--- config.mk ---
export PLATFORM = sky130hd
export DESIGN_NAME = serdes_lane
export DESIGN_NICKNAME = d
export VERILOG_FILES = /design/src/rtl/serdes_pkg.sv /design/src/rtl/serdes_frame_rx.sv /design/src/rtl/serdes_lane.sv
export SDC_FILE = /design/constraint.sdc
export NUM_CORES = 1
export LEC_CHECK = 0
export ABC_AREA = 1
export ABC_CLOCK_PERIOD_IN_PS = 3300
export CAP_MARGIN = 10
export CORE_ASPECT_RATIO = 0.8
export CORE_MARGIN = 1
export CORE_UTILIZATION = 55
export CTS_BUF_LIST = sky130_fd_sc_hd__clkbuf_16
export DETAILED_ROUTE_END_ITERATION = 10
export GPL_ROUTABILITY_DRIVEN = 1
export PLACE_DENSITY = 0.8
export SYNTH_ARGS = -nofsm -noshare
export SYNTH_HDL_FRONTEND = slang
export SYNTH_HIERARCHICAL = 1
export SYNTH_SLANG_ARGS = --single-unit
--- constraint.sdc ---
create_clock -name clk -period 3.3 [get_ports clk]
set_input_delay 0.495 -clock clk [delete_from_list [all_inputs] [get_ports clk]]
set_output_delay 0.495 -clock clk [all_outputs]
set_load 0.005 [all_outputs]
--- src/rtl/serdes_pkg.sv ---
// Shared types and helpers for the framed single-lane SerDes.
// Optional PRBS test traffic is enabled by SERDES_PRBS_EN (see serdes_lane).
package serdes_pkg;

    typedef enum logic [1:0] {
        HUNT   = 2'd0,
        VERIFY = 2'd1,
        LOCKED = 2'd2
    } rx_state_e;

    localparam logic FLAG_DATA = 1'b1;
    localparam logic FLAG_IDLE = 1'b0;

    // PRBS7 (x^7 + x^6 + 1): new bit enters at bit 0 and is the output bit.
    function automatic logic [6:0] prbs7_step(input logic [6:0] s);
        return {s[5:0], s[6] ^ s[5]};
    endfunction

endpackage

--- src/rtl/serdes_frame_rx.sv ---
// RX word aligner: serial shift window, HUNT/VERIFY/LOCKED state machine,
// lock/loss counters and registered word outputs. State is exported as rx_state.
module serdes_frame_rx
    import serdes_pkg::*;
#(
    parameter int                DATA_W    = 10,
    parameter logic [DATA_W-1:0] SYNC_WORD = 10'h17C,
    parameter int                LOCK_CNT  = 4,
    parameter int                LOSS_CNT  = 3
) (
    input  logic              clk,
    input  logic              rst,
    input  logic              enable,
    input  logic              serdes_rx,
    output logic [DATA_W-1:0] rx_data,
    output logic              rx_valid,
    output logic              rx_err,
    output rx_state_e         rx_state
);

    localparam int F  = DATA_W + 1;
    localparam int CW = $clog2(F);
    localparam int GW = $clog2(LOCK_CNT + 1);
    localparam int BW = $clog2(LOSS_CNT + 1);
    localparam logic [CW-1:0] FRAME_LAST = CW'(F - 1);
    localparam logic [GW-1:0] LOCK_V     = GW'(LOCK_CNT);
    localparam logic [BW-1:0] LOSS_V     = BW'(LOSS_CNT);

    logic [F-1:0]      win;
    logic [CW-1:0]     frm_cnt;
    logic [GW-1:0]     good_cnt;
    logic [BW-1:0]     bad_cnt;
    logic [GW-1:0]     good_inc;
    logic [BW-1:0]     bad_inc;
    logic              flag;
    logic [DATA_W-1:0] payload;
    logic              is_sync;
    logic              is_good;
    logic              at_boundary;

    assign flag        = win[F-1];
    assign payload     = win[DATA_W-1:0];
    assign is_sync     = (flag == FLAG_IDLE) && (payload == SYNC_WORD);
    assign is_good     = (flag == FLAG_DATA) || is_sync;
    assign at_boundary = (frm_cnt == FRAME_LAST);
    assign good_inc    = (good_cnt == {GW{1'b1}}) ? good_cnt : good_cnt + 1'b1;
    assign bad_inc     = (bad_cnt == {BW{1'b1}}) ? bad_cnt : bad_cnt + 1'b1;

    always_ff @(posedge clk) begin
        if (rst || !enable) begin
            win      <= '0;
            frm_cnt  <= '0;
            good_cnt <= '0;
            bad_cnt  <= '0;
            rx_state <= HUNT;
            rx_data  <= '0;
            rx_valid <= 1'b0;
            rx_err   <= 1'b0;
        end else begin
            win      <= {win[F-2:0], serdes_rx};
            frm_cnt  <= at_boundary ? '0 : frm_cnt + 1'b1;
            rx_valid <= 1'b0;
            rx_err   <= 1'b0;
            case (rx_state)
                HUNT: begin
                    // The sync match is itself the first good frame; its boundary is now.
                    if (is_sync) begin
                        frm_cnt  <= '0;
                        good_cnt <= GW'(1);
                        bad_cnt  <= '0;
                        rx_state <= (LOCK_CNT == 1) ? LOCKED : VERIFY;
                    end
                end
                VERIFY: begin
                    if (at_boundary) begin
                        if (!is_good) begin
                            rx_state <= HUNT;
                        end else begin
                            good_cnt <= good_inc;
                            if (good_inc == LOCK_V) rx_state <= LOCKED;
                        end
                    end
                end
                LOCKED: begin
                    if (at_boundary) begin
                        if (is_good) begin
                            bad_cnt <= '0;
                            if (flag == FLAG_DATA) begin
                                rx_data  <= payload;
                                rx_valid <= 1'b1;
                            end
                        end else begin
                            rx_err  <= 1'b1;
                            bad_cnt <= bad_inc;
                            if (bad_inc == LOSS_V) rx_state <= HUNT;
                        end
                    end
                end
                default: rx_state <= HUNT;
            endcase
        end
    end

endmodule

--- src/rtl/serdes_lane.sv ---
// Single-lane framed SerDes: TX serializer with valid/ready word input plus RX aligner.
// Define SERDES_PRBS_EN to add PRBS7 test traffic (prbs_mode, prbs_err_cnt).
module serdes_lane
    import serdes_pkg::*;
#(
    parameter int                DATA_W    = 10,
    parameter logic [DATA_W-1:0] SYNC_WORD = 10'h17C,
    parameter int                LOCK_CNT  = 4,
    parameter int                LOSS_CNT  = 3
) (
    input  logic              clk,
    input  logic              rst,
    input  logic              enable,
    input  logic [DATA_W-1:0] tx_data,
    input  logic              tx_valid,
    output logic              tx_ready,
    output logic              serdes_tx,
    input  logic              serdes_rx,
    output logic [DATA_W-1:0] rx_data,
    output logic              rx_valid,
    output logic              rx_locked,
    output logic              rx_err
`ifdef SERDES_PRBS_EN
    ,
    input  logic              prbs_mode,
    output logic [15:0]       prbs_err_cnt
`endif
);

    localparam int F  = DATA_W + 1;
    localparam int CW = $clog2(F);
    localparam logic [CW-1:0] FRAME_LAST = CW'(F - 1);

    // Handshake: a word moves when tx_valid && tx_ready at a rising edge;
    // tx_ready is high only in load cycles and never depends on tx_valid.
    logic          load;
    logic          tx_first;
    logic [CW-1:0] tx_cnt;
    logic [F-2:0]  tx_sr;
    logic [F-1:0]  tx_frame;
    rx_state_e     rx_state;

    assign load = !rst && enable && (tx_first || tx_cnt == FRAME_LAST);

`ifdef SERDES_PRBS_EN
    logic [6:0]        tx_lfsr;
    logic [6:0]        tx_lfsr_next;
    logic [DATA_W-1:0] tx_prbs_word;
    logic [6:0]        chk_lfsr;
    logic [6:0]        chk_lfsr_next;
    logic [DATA_W-1:0] chk_word;
    logic              chk_seeded;

    assign tx_ready = load && !prbs_mode;

    always_comb begin
        tx_lfsr_next = tx_lfsr;
        tx_prbs_word = '0;
        for (int i = DATA_W - 1; i >= 0; i--) begin
            tx_lfsr_next    = prbs7_step(tx_lfsr_next);
            tx_prbs_word[i] = tx_lfsr_next[0];
        end
    end

    always_comb begin
        chk_lfsr_next = chk_lfsr;
        chk_word      = '0;
        for (int i = DATA_W - 1; i >= 0; i--) begin
            chk_lfsr_next = prbs7_step(chk_lfsr_next);
            chk_word[i]   = chk_lfsr_next[0];
        end
    end

    always_comb begin
        tx_frame = {FLAG_IDLE, SYNC_WORD};
        if (prbs_mode)     tx_frame = {FLAG_DATA, tx_prbs_word};
        else if (tx_valid) tx_frame = {FLAG_DATA, tx_data};
    end

    always_ff @(posedge clk) begin
        if (rst || !enable) tx_lfsr <= 7'h7F;
        else if (load && prbs_mode) tx_lfsr <= tx_lfsr_next;
    end

    // Checker seeds from the last 7 bits of the first data word, then free-runs.
    always_ff @(posedge clk) begin
        if (rst || !enable || !rx_locked || !prbs_mode) begin
            chk_seeded <= 1'b0;
            chk_lfsr   <= 7'h7F;
        end else if (rx_valid) begin
            chk_seeded <= 1'b1;
            chk_lfsr   <= chk_seeded ? chk_lfsr_next : rx_data[6:0];
        end
    end

    always_ff @(posedge clk) begin
        if (rst) begin
            prbs_err_cnt <= '0;
        end else if (enable && prbs_mode && rx_valid && chk_seeded &&
                     rx_data != chk_word && prbs_err_cnt != 16'hFFFF) begin
            prbs_err_cnt <= prbs_err_cnt + 16'd1;
        end
    end
`else
    assign tx_ready = load;

    always_comb begin
        tx_frame = {FLAG_IDLE, SYNC_WORD};
        if (tx_valid) tx_frame = {FLAG_DATA, tx_data};
    end
`endif

    always_ff @(posedge clk) begin
        if (rst || !enable) begin
            tx_first  <= 1'b1;
            tx_cnt    <= '0;
            tx_sr     <= '0;
            serdes_tx <= 1'b0;
        end else if (load) begin
            tx_first  <= 1'b0;
            tx_cnt    <= '0;
            serdes_tx <= tx_frame[F-1];
            tx_sr     <= tx_frame[F-2:0];
        end else begin
            if (tx_cnt != FRAME_LAST) tx_cnt <= tx_cnt + 1'b1;
            serdes_tx <= tx_sr[F-2];
            tx_sr     <= {tx_sr[F-3:0], 1'b0};
        end
    end

    serdes_frame_rx #(
        .DATA_W    (DATA_W),
        .SYNC_WORD (SYNC_WORD),
        .LOCK_CNT  (LOCK_CNT),
        .LOSS_CNT  (LOSS_CNT)
    ) u_frame_rx (
        .clk       (clk),
        .rst       (rst),
        .enable    (enable),
        .serdes_rx (serdes_rx),
        .rx_data   (rx_data),
        .rx_valid  (rx_valid),
        .rx_err    (rx_err),
        .rx_state  (rx_state)
    );

    assign rx_locked = (rx_state == LOCKED);

endmodule

==> summary.md, run 1 <==
| Metric | Value |
|---|---|
| Max-cap violations | `0` |
| CP Launch Point | `enable` |
| Die Height | `57.72 um` |
| FMAX | `0.3897 GHz` |
| Min cycle time layout | `2.566 ns` |
| Detail Route Antenna Nets | `0` |
| Largest family of logic cells by synthesized area | `simple AND/OR/NAND/NOR gates` |
| Top cells by area, synth | `dfxtp_1 (47%), nand2_1 (9.5%), inv_1 (6.9%), nor2_1 (6.2%), nand3_1 (5.6%)` |
| Cts hold-fix bufs | `0` |
| Commonest non-fill, non-tap cells in the layout | `nand2_1 (54), dfxtp_1 (50), inv_1 (39)` |
| Post-CTS sizing | `0` |
| Worst hold path type | `reg -> reg` |
| Total number of vias | `1,752` |
| Internal power | `0.9203 mW` |
| RSZ-0062 raised after global routing | `false` |
| Sequential Power Share | `52.7%` |
| Clock Latency Late Sink | `0.29 ns` |
| Post-Route Utilization | `72.28%` |
| R2r setup slk | `1.64 ns` |
| Worst IR Drop VDD | `0.0004737 V` |
| # setup viols final | `0` |
| Synth warn | `6` |
| Grt total ovfl | `0` |
| Leakage | `1.075 nW` |
| Post-Synth XOR/XNOR Area | `1.641%` |
| Post-CTS Setup Inserts | `0` |
| Root Buffer | `clkbuf_16` |
| H-tree Lvls | `2` |
| Core area | `3566 um2` |
| Status | `finished clean` |
| Pin count of the biggest net entering global routing | `29` |
| DP HPWL | `2816 um` |
| Syn_nets | `297` |
| WS Path Type | `in -> out` |
| Synth Register Bits | `50` |
| Yosys top cell by area | `dfxtp_1` |
| Io pins | `30` |
| Synth cell types | `30` |
| Initial DRC count | `83` |
| Switching Share | `21.54%` |
| Clock transition at path regs | `0.06 ns` |
| Commonest non-fill, non-tap cell in the layout | `nand2_1` |
| Antenna Diode Count | `0` |
| Buffers on Ports | `29` |
| GRT Total Usage | `21.72%` |
| Logic pwr share | `4.8%` |
| First-pass GRT wire length | `6865 um` |
| Critical path required time | `2.80 ns` |
| Nature of the critical path startpoint | `primary input` |
| Relative slew slack | `68.27%` |
| CP endpoint kind | `output port` |
| CP max FO | `19` |
| Clk buf depth | `2` |
| Drt pass-1 iters | `5` |
| DR WL/cell | `11.15 um` |
| Net switching power figure | `0.2527 mW` |
| Clk sinks | `50` |
| Final Hold Violating Endpoints | `0` |
| Initial antenna violation count | `0` |
| TritonCTS Buffers | `5` |
| Max-slew violations | `0` |
| Total die area | `4136 um2` |
| Average size of a mapped cell | `7.651 um2` |
| Yosys top cell area share | `46.89%` |
| Clk_skew | `0.005279 ns` |
| Vias in the first global route | `1,599` |
| FF-to-FF End | `u_frame_rx/rx_data[5]` |
| CTS tree | `done` |
| Compound-cell area share of the yosys netlist | `6.213%` |
| Placer Congestion | `0.8038` |
| Layout cells sized above 1 | `11.00%` |
| Routed WL | `3915 um` |
| Final period utilization | `77.76%` |
| Worst slew pin tran | `0.4752 ns` |
| Vias/cell | `4.991` |
| Setup TNS Final | `0 ns` |
| R2r startpoint | `u_frame_rx/rx_state[1]` |
| Number of nets in the layout | `326` |
| DRC errors left | `0` |
| Synth Area in Adders | `1.758%` |
| Area occupied by multi-input gates | `922.1 um2` |
| Post-Syn Instances | `279` |
| Starting Density | `59.86%` |
| Clk pwr share | `42.5%` |
| Die Wd | `71.65 um` |
| Mapped Area | `2135 um2` |
| Crit path to | `tx_ready` |
| Fillers | `285` |
| Layout area overhead | `20.75%` |
| Pwr dens | `455.1 nW/um2` |
| Post-Synth Simple-Gate Area | `33.59%` |
| Storage element area | `1001 um2` |
| R2R cell count | `7` |
| Post-synthesis mux area share | `0%` |
| Site Rows | `19` |
| Sequential share of the synthesized area | `46.89%` |
| Worst Path Arrival | `2.07 ns` |
==> metal layers <==
layer | routed length [um] | vias up | global-route usage, %
met1 | 2036 | 781 | 28.54
met4 | 87 | 0 | 11.76
met5 | 0 | - | 0
met2 | 1637 | 27 | 33.29
met3 | 154 | 9 | 5.217
li1 | - | 935 | -
==> worst min-delay path by stage <==
stage | start | end | slack, ns | cells after the start
6_report | tx_sr[6] | tx_sr[7] | 0.43 | 2
5_1_grt | tx_sr[9] | serdes_tx | 0.45 | 2
3_3_place_gp | tx_sr[6] | tx_sr[7] | 0.41 | 2
2_1_floorplan | tx_sr[9] | serdes_tx | 0.40 | 2
4_1_cts | tx_sr[9] | serdes_tx | 0.43 | 2
3_5_place_dp | tx_sr[9] | serdes_tx | 0.41 | 2
==> worst max-delay path, stage by stage <==
cell and delay [ns]:
clkdlybuf4s50_1 0.48, inv_1 0.09, nor2_8 0.23, nand2_1 0.20, inv_1 0.08, clkdlybuf4s50_1 0.49
==> synthesized netlist by cell type <==
cell type and number:
nor2_8 1, buf_2 1, nor2_4 3, nand4_2 1, nand3_1 24, nand3_2 5
xnor2_1 1, clkinv_1 1, a21oi_2 1, o21ai_1 2, nand3b_1 1, o21ai_0 5
a21oi_1 16, nor3_1 3, nand2_1 54, buf_4 1, inv_1 39, nor2_2 4
ha_1 3, o2111ai_1 1, buf_6 2, xor2_1 3, nor2_1 35, dfxtp_1 50
nand2_2 7, inv_2 4, nand4_1 7, buf_1 2, clkbuf_1 1, nand2_4 1
==> stage by stage <==
| step | hold WS, ns | cell area, um2 | power, mW | setup slack (ns) | std cells |
|---|---|---|---|---|---|
| after floorplan | 0.3960 | 2135 | 0.6635 | 1.845 | 279 |
| after global placement | 0.4103 | 2431 | 0.6870 | 0.7608 | 343 |
| after detailed placement | 0.4106 | 2431 | 0.6885 | 0.7334 | 343 |
| after CTS | 0.4319 | 2577 | 1.186 | 0.7217 | 351 |
| after global routing | 0.4531 | 2577 | 1.219 | 0.6431 | 351 |
| final | 0.4294 | 2577 | 1.173 | 0.7339 | 351 |
==> layout make-up <==
cell class | instances | share of cell area (%)
clock buffer | 5 | 4.854
clock inverter | 3 | 0.8252
inverter | 44 | 6.408
multi-input combinational | 178 | 35.78
sequential | 50 | 38.83
tap | 42 | 2.039
timing repair buffer | 29 | 11.26
==> cell families after synthesis <==
group                      after synthesis
DFF                                     50
xor gates and xnor gates                 4
buffers and inverters                   51
adders and majority gates                3
AOI/OAI and AO/OA                       25
and+or+nand+nor                        146
==> registers in the layout (all words and copies together), names as in the netlist, 2 cells and up <==
register             cells
u_frame_rx/rx_state      2
tx_sr                   10
u_frame_rx/frm_cnt       4
u_frame_rx/bad_cnt       2
u_frame_rx/good_cnt      3
u_frame_rx/win          11
tx_cnt                   4
u_frame_rx/rx_data      10
==> power groups by stage <==
stage / combinational [mW] / clock (mW) / sequential [mW]
2_1_floorplan: 0.0329 / 0 / 0.631
3_3_place_gp: 0.0557 / 0 / 0.631
3_5_place_dp: 0.0566 / 0 / 0.632
4_1_cts: 0.0572 / 0.511 / 0.618
5_1_grt: 0.0634 / 0.538 / 0.618
6_report: 0.0568 / 0.498 / 0.618
(Power assumes the default switching activity.)
==> inputs of run 2 (changes only) <==
ABC_CLOCK_PERIOD_IN_PS = 2100   (was 3300)
CORE_UTILIZATION = 48   (was 55)
PLACE_DENSITY = 0.74   (was 0.8)
clock period = 2.1 ns   (was 3.3 ns; I/O delays follow)
==> run 2 against run 1 <==
Effect of this change: utilization decreased by 9.4 points; cell count grew 6.6%; hold slack got worse by 0.0015 ns; final area increased by 3.3%; global-route usage shrank 4.3 points; via count is 1.0% lower; worst setup slack worse by 0.65 ns; combinational power grew 71%; critical path depth did not move; first-iteration DRC count fell by 18%.
==> summary.md, run 2 (synthesis results as in run 1) <==
| Metric | Value |
|---|---|
| Status | `finished clean` |
| Placer Congestion | `0.7799` |
| CP max FO | `5` |
| Max-slew violations | `0` |
| DRC errors left | `0` |
| Commonest non-fill, non-tap cell in the layout | `nand2_1` |
| WS Path Type | `reg -> out` |
| Detail Route Antenna Nets | `0` |
| Final instance area | `2661 um2` |
| Grt total ovfl | `0` |
| Max reg flops | `11` |
| Commonest non-fill, non-tap cells in the layout | `nand2_1 (54), dfxtp_1 (50), inv_1 (39)` |
| Min cycle time layout | `2.021 ns` |
| Drt pass-1 iters | `4` |
| Max-cap violations | `0` |
| Final Hold Violating Endpoints | `0` |
| Initial DRC count | `68` |
| Setup TNS Final | `0 ns` |
| Layout area overhead | `24.68%` |
| Core area | `4230 um2` |
| Cts hold-fix bufs | `0` |
| Critical path required time | `1.78 ns` |
| Setup slack at placement | `0.1870 ns` |
| Pwr dens | `694.5 nW/um2` |
| R2r setup slk | `0.44 ns` |
| Buffers on Ports | `29` |
| Site Rows | `21` |
| Most flop-heavy register | `u_frame_rx/win` |
| Antenna Diode Count | `0` |
| H-tree Lvls | `2` |
| Layout cells sized above 1 | `13.88%` |
| FMAX | `0.4949 GHz` |
| Routed WL | `3950 um` |
| Relative slew slack | `73.01%` |
| Placed insts | `363` |
| Die Wd | `76.56 um` |
| Pin count of the biggest net entering global routing | `19` |
| Initial antenna violation count | `0` |
| Clk_skew | `0.008111 ns` |
| Worst hold path type | `reg -> reg` |
| Power, Total | `1.848 mW` |
| Die Height | `61.65 um` |
| CP endpoint kind | `output port` |
| Hold slack | `0.4278 ns` |
| # setup viols final | `0` |
| Final period utilization | `96.22%` |
| Fin worst setup slack | `0.07938 ns` |
| Clk sinks | `50` |
| Clock transition at path regs | `0.06 ns` |
| DP HPWL | `2795 um` |
| GRT Total Usage | `17.43%` |
| Worst Path Arrival | `1.71 ns` |
| Worst slew pin tran | `0.4034 ns` |
| DR WL/cell | `10.56 um` |
| Total number of vias | `1,734` |
| Post-Route Utilization | `62.91%` |
| Dpl cell area | `2487 um2` |
| Clk buf depth | `2` |
| CTS tree | `done` |
| Starting Density | `50.46%` |
| Vias in the first global route | `1,476` |
| Worst IR Drop VDD | `0.0004851 V` |
| Number of nets in the layout | `334` |
| Leakage | `1.114 nW` |
| Total die area | `4719 um2` |
| Nature of the critical path startpoint | `register` |
| Io pins | `30` |
| Post-Layout Cell Count | `374` |
| Vias/cell | `4.636` |
| Clock Latency Late Sink | `0.29 ns` |
| First-pass GRT wire length | `6354 um` |
| Root Buffer | `clkbuf_16` |
| Biggest regs | `u_frame_rx/win x11, tx_sr x10, u_frame_rx/rx_data x10` |
| TritonCTS Buffers | `5` |
-- run 2: report_power, final --
group	switching, mW	total [mW]	internal [mW]
Sequential	0.00661	0.970	0.964
Combinational	0.0493	0.0969	0.0476
Clock	0.340	0.781	0.441
Total	0.396	1.85	1.45
-- run 2: area by class of cell --
cell class | instances | area [um2]
timing repair buffer | 37 | 350.3
sequential | 50 | 1001
inverter | 44 | 165.2
fill | 373 | 1569
clock inverter | 3 | 18.77
clock buffer | 5 | 125.1
multi-input combinational | 178 | 929.6
tap | 57 | 71.32
-- run 2: worst max-delay path: stages, from the launching register on --
cell and delay, ns:
dfxtp_1 0.38, ha_2 0.21, nand3_2 0.11, nand2_4 0.12
nand2_1 0.07, inv_1 0.05, clkdlybuf4s50_1 0.48
-- run 2: worst paths after layout --
path	startpoint	end	cells after the start
worst min register to register	tx_sr[6]	tx_sr[7]	2
worst max register to register	u_frame_rx/rx_state[1]	u_frame_rx/rx_data[3]	7
worst min-delay path	tx_sr[6]	tx_sr[7]	2
worst max-delay path	tx_cnt[1]	tx_ready	6
-- run 2: per-layer routing --
metal | wire (um) | part of all wire [%] | track usage (%) | vias up
met4 | 40 | 1.0 | 6.593 | 0
met1 | 2030 | 51 | 21.78 | 763
met2 | 1767 | 45 | 29.86 | 19
li1 | - | - | - | 948
met3 | 111 | 2.8 | 4.444 | 4
met5 | 0 | 0 | 0 | -
-- run 2: timing repair --
action	4_1_cts	5_1_grt
setup buffers	0	3
pin swaps	0	2
gates resized for setup	1	1
endpoints found under the setup margin	1	1
